### src/rtl/change_pkg.sv
// Shared state encoding and coin values for the change dispenser.
package change_pkg;

  typedef enum logic [2:0] {
    IDLE   = 3'd0,
    SELECT = 3'd1,
    WAIT10 = 3'd2,
    WAIT5  = 3'd3,
    FINISH = 3'd4
  } state_t;

  localparam int COIN_HI = 10;
  localparam int COIN_LO = 5;

endpackage

### src/rtl/ack_timer.sv
// Hopper ack watchdog: counts while enabled and flags the last allowed cycle.
module ack_timer #(
  parameter int TIMEOUT = 15
) (
  input  logic clk,
  input  logic rst,
  input  logic clear,
  input  logic enable,
  output logic expired
);

  logic [7:0] count;

  always_ff @(posedge clk or negedge rst) begin
    if (!rst)        count <= '0;
    else if (clear)  count <= '0;
    else if (enable) count <= count + 8'd1;
  end

  // The TIMEOUT-th enabled cycle is the last one; expiry is seen within it.
  assign expired = enable && (count == 8'(TIMEOUT - 1));

endmodule

### src/rtl/change_dispenser.sv
// Pays a requested amount out of the hopper as 10- and 5-unit coins, greedy,
// reporting any unpaid remainder and ack timeouts.
module change_dispenser
  import change_pkg::*;
#(
  parameter int AMT_W   = 8,
  parameter int TIMEOUT = 15
) (
  input  logic             clk,
  input  logic             rst,
  input  logic             req_valid,
  input  logic [AMT_W-1:0] req_amount,
  output logic             req_ready,
  output logic             eject_10,
  output logic             eject_5,
  input  logic             hop_ack,
  input  logic             empty_10,
  input  logic             empty_5,
  output logic             busy,
  output logic             done,
  output logic [AMT_W-1:0] short_amount,
  output logic             fault
);

  localparam logic [AMT_W-1:0] HI = AMT_W'(COIN_HI);
  localparam logic [AMT_W-1:0] LO = AMT_W'(COIN_LO);

  state_t           state, next;
  logic [AMT_W-1:0] remaining;
  logic             in_wait, expired, accept;

  assign in_wait   = (state == WAIT10) || (state == WAIT5);
  assign accept    = (state == IDLE) && req_valid;
  assign req_ready = (state == IDLE);
  assign busy      = (state != IDLE);
  assign done      = (state == FINISH);

  ack_timer #(.TIMEOUT(TIMEOUT)) u_timer (
    .clk     (clk),
    .rst     (rst),
    .clear   (in_wait && (hop_ack || expired)),
    .enable  (in_wait),
    .expired (expired)
  );

  always_comb begin
    next = state;
    case (state)
      IDLE:   if (req_valid) next = SELECT;
      SELECT: begin
        if (remaining >= HI && !empty_10)     next = WAIT10;
        else if (remaining >= LO && !empty_5) next = WAIT5;
        else                                  next = FINISH;
      end
      WAIT10, WAIT5: begin
        if (hop_ack)      next = SELECT;
        else if (expired) next = FINISH;
      end
      FINISH:  next = IDLE;
      default: next = IDLE;
    endcase
  end

  always_ff @(posedge clk or negedge rst) begin
    if (!rst) state <= IDLE;
    else      state <= next;
  end

  always_ff @(posedge clk or negedge rst) begin
    if (!rst) begin
      remaining    <= '0;
      eject_10     <= 1'b0;
      eject_5      <= 1'b0;
      short_amount <= '0;
      fault        <= 1'b0;
    end else begin
      eject_10 <= (state == SELECT) && (next == WAIT10);
      eject_5  <= (state == SELECT) && (next == WAIT5);
      if (accept) begin
        remaining    <= req_amount;
        fault        <= 1'b0;
        short_amount <= '0;
      end else if (state == WAIT10 && hop_ack) begin
        remaining <= remaining - HI;
      end else if (state == WAIT5 && hop_ack) begin
        remaining <= remaining - LO;
      end
      if (in_wait && !hop_ack && expired) fault <= 1'b1;
      // remaining never changes on entry to FINISH, so the result is ready in the done cycle
      if (next == FINISH && state != FINISH) short_amount <= remaining;
    end
  end

endmodule

### config.mk
export PLATFORM = sky130hd
export DESIGN_NAME = change_dispenser
export DESIGN_NICKNAME = d
export VERILOG_FILES = /design/src/rtl/change_pkg.sv /design/src/rtl/ack_timer.sv /design/src/rtl/change_dispenser.sv
export SDC_FILE = /design/constraint.sdc
export NUM_CORES = 1
export LEC_CHECK = 0
export CORE_ASPECT_RATIO = 1.2
export CORE_UTILIZATION = 57
export DETAILED_ROUTE_END_ITERATION = 12
export HOLD_SLACK_MARGIN = 0.06
export PLACE_DENSITY = 0.85
export SETUP_SLACK_MARGIN = 0.1
export SLEW_MARGIN = 20
export SYNTH_ARGS = -nofsm -noshare
export SYNTH_HDL_FRONTEND = slang
export SYNTH_SLANG_ARGS = --single-unit
### constraint.sdc
create_clock -name clk -period 3.5 [get_ports clk]
set_clock_uncertainty 0.2 [all_clocks]
set_input_delay 0.525 -clock clk [delete_from_list [all_inputs] [get_ports clk]]
set_output_delay 0.525 -clock clk [all_outputs]
set_load 0.01 [all_outputs]
==> results.md <==
- Status: finished clean
- Non-Filler Instances: between 200 and 250
- DR iter-0 viols: slightly above 40
- CTS buffer count: 5
- Leading area contributor after synthesis: dfrtp_1
- Slack of the critical path: roughly 0.83 ns
- Hold path startpoint: u_timer.count[7]$_DFFE_PN0P_
- First-pass GRT wire length: between 6000 and 7000 µm
- Final WL: 3840 µm
- # resized after CTS: 0
- Worst Tran Pin Value: ~1.0 ns
- Share of the synthesized area in the top cell type: between 40 and 50%
- Rel. slew slack: around 33%
- # port buffers: 27
- DPL Wire Length: approximately 2800 µm
- Worst-path cell chain: inv_1 > ha_1 > inv_1 > o21ai_0 > a31oi_1 > o31ai_2 > mux2i_1
- Clock Tree Buf Depth: 2
- DRC: 0
- Clock sinks: 30
- CTS Hold Bufs: 0
- Vias in the first global route: around 1300
- Netlist Area Pre-Place: roughly 1700 µm²
- Synth top area cells: dfrtp_1 (44%), mux2i_1 (6.5%), ha_1 (5.9%), nand2_1 (5.1%), o21ai_0 (4.7%)
- Pre-CTS setup slack: a little over 0.8 ns
- GRT overflow: 0
- Hold Crit Class: reg -> reg
- Min Tclk post-route: ~2.7 ns
- Yosys warns: 0
- EDFF count, synth: 0
- Total Nets Final: approximately 230
- Share of cells above drive strength 1: between 6 and 7%
- WP buf/inv: 2
- Die Y: just over 60 µm
- Placed cell count: between 200 and 250
- H-tree Lvls: 2
- Fin. max-slew vios: 0
- Post-synthesis sequential area ratio: between 40% and 50%
- Critical Path Start: remaining[1]$_DFFE_PN0P_
- Final instance area: approximately 2000 µm²
- Overall routing resource usage: 27.8%
- CP Launch Type: flip-flop
- Critical path's slowest cell: o31ai_2
- Vias post-DR: ~1400
- CP endpoint kind: flip-flop
- Final number of hold-violating endpoints: 0
- Row Count: 21
- Clk_lat worst skew: 0.34 ns
- Placement Cell Area: ~2000 µm²
- Maximum clock frequency: 374 MHz
- Final Core Density: 72.3%
- Endpoints failing setup: 0
- Floorplan core area: 2810 µm²
- Global placer's final weighted congestion: roughly 0.8
- First-pass iteration count of the detailed router: 4
- IO Pins: 28
- Setup TNS: 0 ns
- Final worst-path cycle share: between 70% and 80%
- CTS tree: built
- Area of the multi-input gates: around 860 µm²
- Net Count, Synth: between 150 and 200
- Initial antenna violation count: 0
- Unrepaired setup endpoints after global routing: no
- P_leak: 0.895 nW
- Routed length per placed instance: ~16 µm
- Maximum vdd drop: between 0.0004 and 0.0005 V
- CTS Root Cell: clkbuf_4
- Syn avg cell area: 9.72 µm²
- CP Data Arrival Time: roughly 2.7 ns
- Area delta synth->final: 19.4%
- Worst Path Required: roughly 3.6 ns
- Layout fillers: roughly 200
- Most used cell, CP: inv_1
- Maxcap violations: 0
- Max Fanout on Critical Path: 9
- Top Family by Delay on Critical Path: compound AO/OA/AOI/OAI gates
- Width of the die: just over 50 µm
- FF+latch count, synth: 30
- Total die area: about 3200 µm²
- Register area: between 700 and 800 µm²
- Largest net degree at the start of global routing: 31
- Number of diodes: 0
- FFs w/ async S/R, synth: 100%
- Pwr Density: roughly 750 nW/µm²
- Post-synth cell types: 43
- Slowest stage delay, CP: between 0.8 and 0.9 ns
- Setup Crit Path Kind: reg -> reg
- Routed Antenna Nets: 0
- Starting Density: a little over 60%
- Post-CTS Setup Bufs: 0
- Vias/cell: 5.77
- Post-Synthesis Cells: 175
- Reg2Reg Launch Point: remaining[1]$_DFFE_PN0P_
- Ys flop type: dfrtp_1
- Clock Pin Slew Worst Setup and Hold Paths: 0.09 ns
==> sequential cells by signal (all words and copies together), names as in the netlist <==
register / count
short_amount: 8
fault: 1
eject_5: 1
state: 3
u_timer.count: 8
remaining: 8
eject_10: 1
==> layout by cell type, fill, tap and decap left out, types with 2 or more instances in the layout <==
cell type,count
a21o_1,2
nand4b_1,2
a211oi_1,2
o21ai_0,16
nor2b_1,4
xnor2_1,3
nand3_1,6
o21ai_1,2
clkbuf_1,2
nor2_1,8
mux2i_1,11
nand4_1,2
a21oi_1,2
o22ai_1,2
nand2b_1,2
and2_1,3
o31ai_2,2
clkbuf_4,5
a31oi_1,2
a221o_1,2
ha_1,8
dfrtp_1,30
nand2_1,23
clkdlybuf4s50_1,27
inv_1,14
o31ai_1,4
==> through the flow <==
stage | power (mW) | hold WS, ns
after floorplan | 1.05 | 0.0294
after global placement | 1.29 | 0.260
after detailed placement | 1.32 | 0.254
after CTS | 1.51 | 0.272
after global routing | 1.64 | 0.282
final | 1.52 | 0.272
==> cell type report <==
| class | count | share of cell area, % |
|---|---|---|
| flip-flops and latches | 30 | 36.9 |
| inverters | 14 | 2.59 |
| clock buffers | 7 | 2.22 |
| repair buffers | 28 | 13.7 |
| multi-input cells | 125 | 42.5 |
| well taps | 34 | 2.09 |
==> path summary, 6_finish.rpt <==
path / endpoint / cells past startpoint / slack [ns]
max reg2reg: short_amount[6]$_DFFE_PN0P_ / 7 / 0.83
min reg2reg: u_timer.count[7]$_DFFE_PN0P_ / 1 / 0.27
min in group asynchronous: u_timer.count[3]$_DFFE_PN0P_ / 2 / 0.37
max in group asynchronous: state[0]$_DFF_PN0_ / 2 / 2.45
max: short_amount[6]$_DFFE_PN0P_ / 7 / 0.83
min: u_timer.count[7]$_DFFE_PN0P_ / 1 / 0.27
==> report_power, final <==
| part | switching [mW] | internal [mW] | total [mW] |
|---|---|---|---|
| logic | 0.376 | 0.341 | 0.718 |
| registers | 0.143 | 0.463 | 0.605 |
| clock network | 0.117 | 0.0756 | 0.193 |
| total | 0.636 | 0.879 | 1.52 |
==> per-layer routing <==
metal | up-vias | wire (µm) | GRT usage, %
met5 | - | 0 | 0
met4 | 0 | 103 | 14.3
met3 | 10 | 167 | 7.54
met2 | 43 | 1890 | 44.7
met1 | 647 | 1680 | 34.6
li1 | 673 | - | -
==> kinds of logic after synthesis <==
family          count (synthesis)  share of synthesized area (%)
flops                          30                           44.1
simple gates                   61                           19.9
buf+inv                        20                           5.15
mux                            12                           7.13
xor+xnor                        3                           1.54
compound gates                 41                           16.2
fa+ha+maj                       8                           5.88
==> synthesized netlist by cell type (3+ instances only) <==
master   count
o31ai_1      4
inv_1       14
nor2b_1      4
ha_1         8
nand3_1      6
nand2_1     23
mux2i_1     11
dfrtp_1     30
buf_2        4
nor2_1       8
and2_1       3
xnor2_1      3
o21ai_0     16
Power figures use the tool's default switching activity.
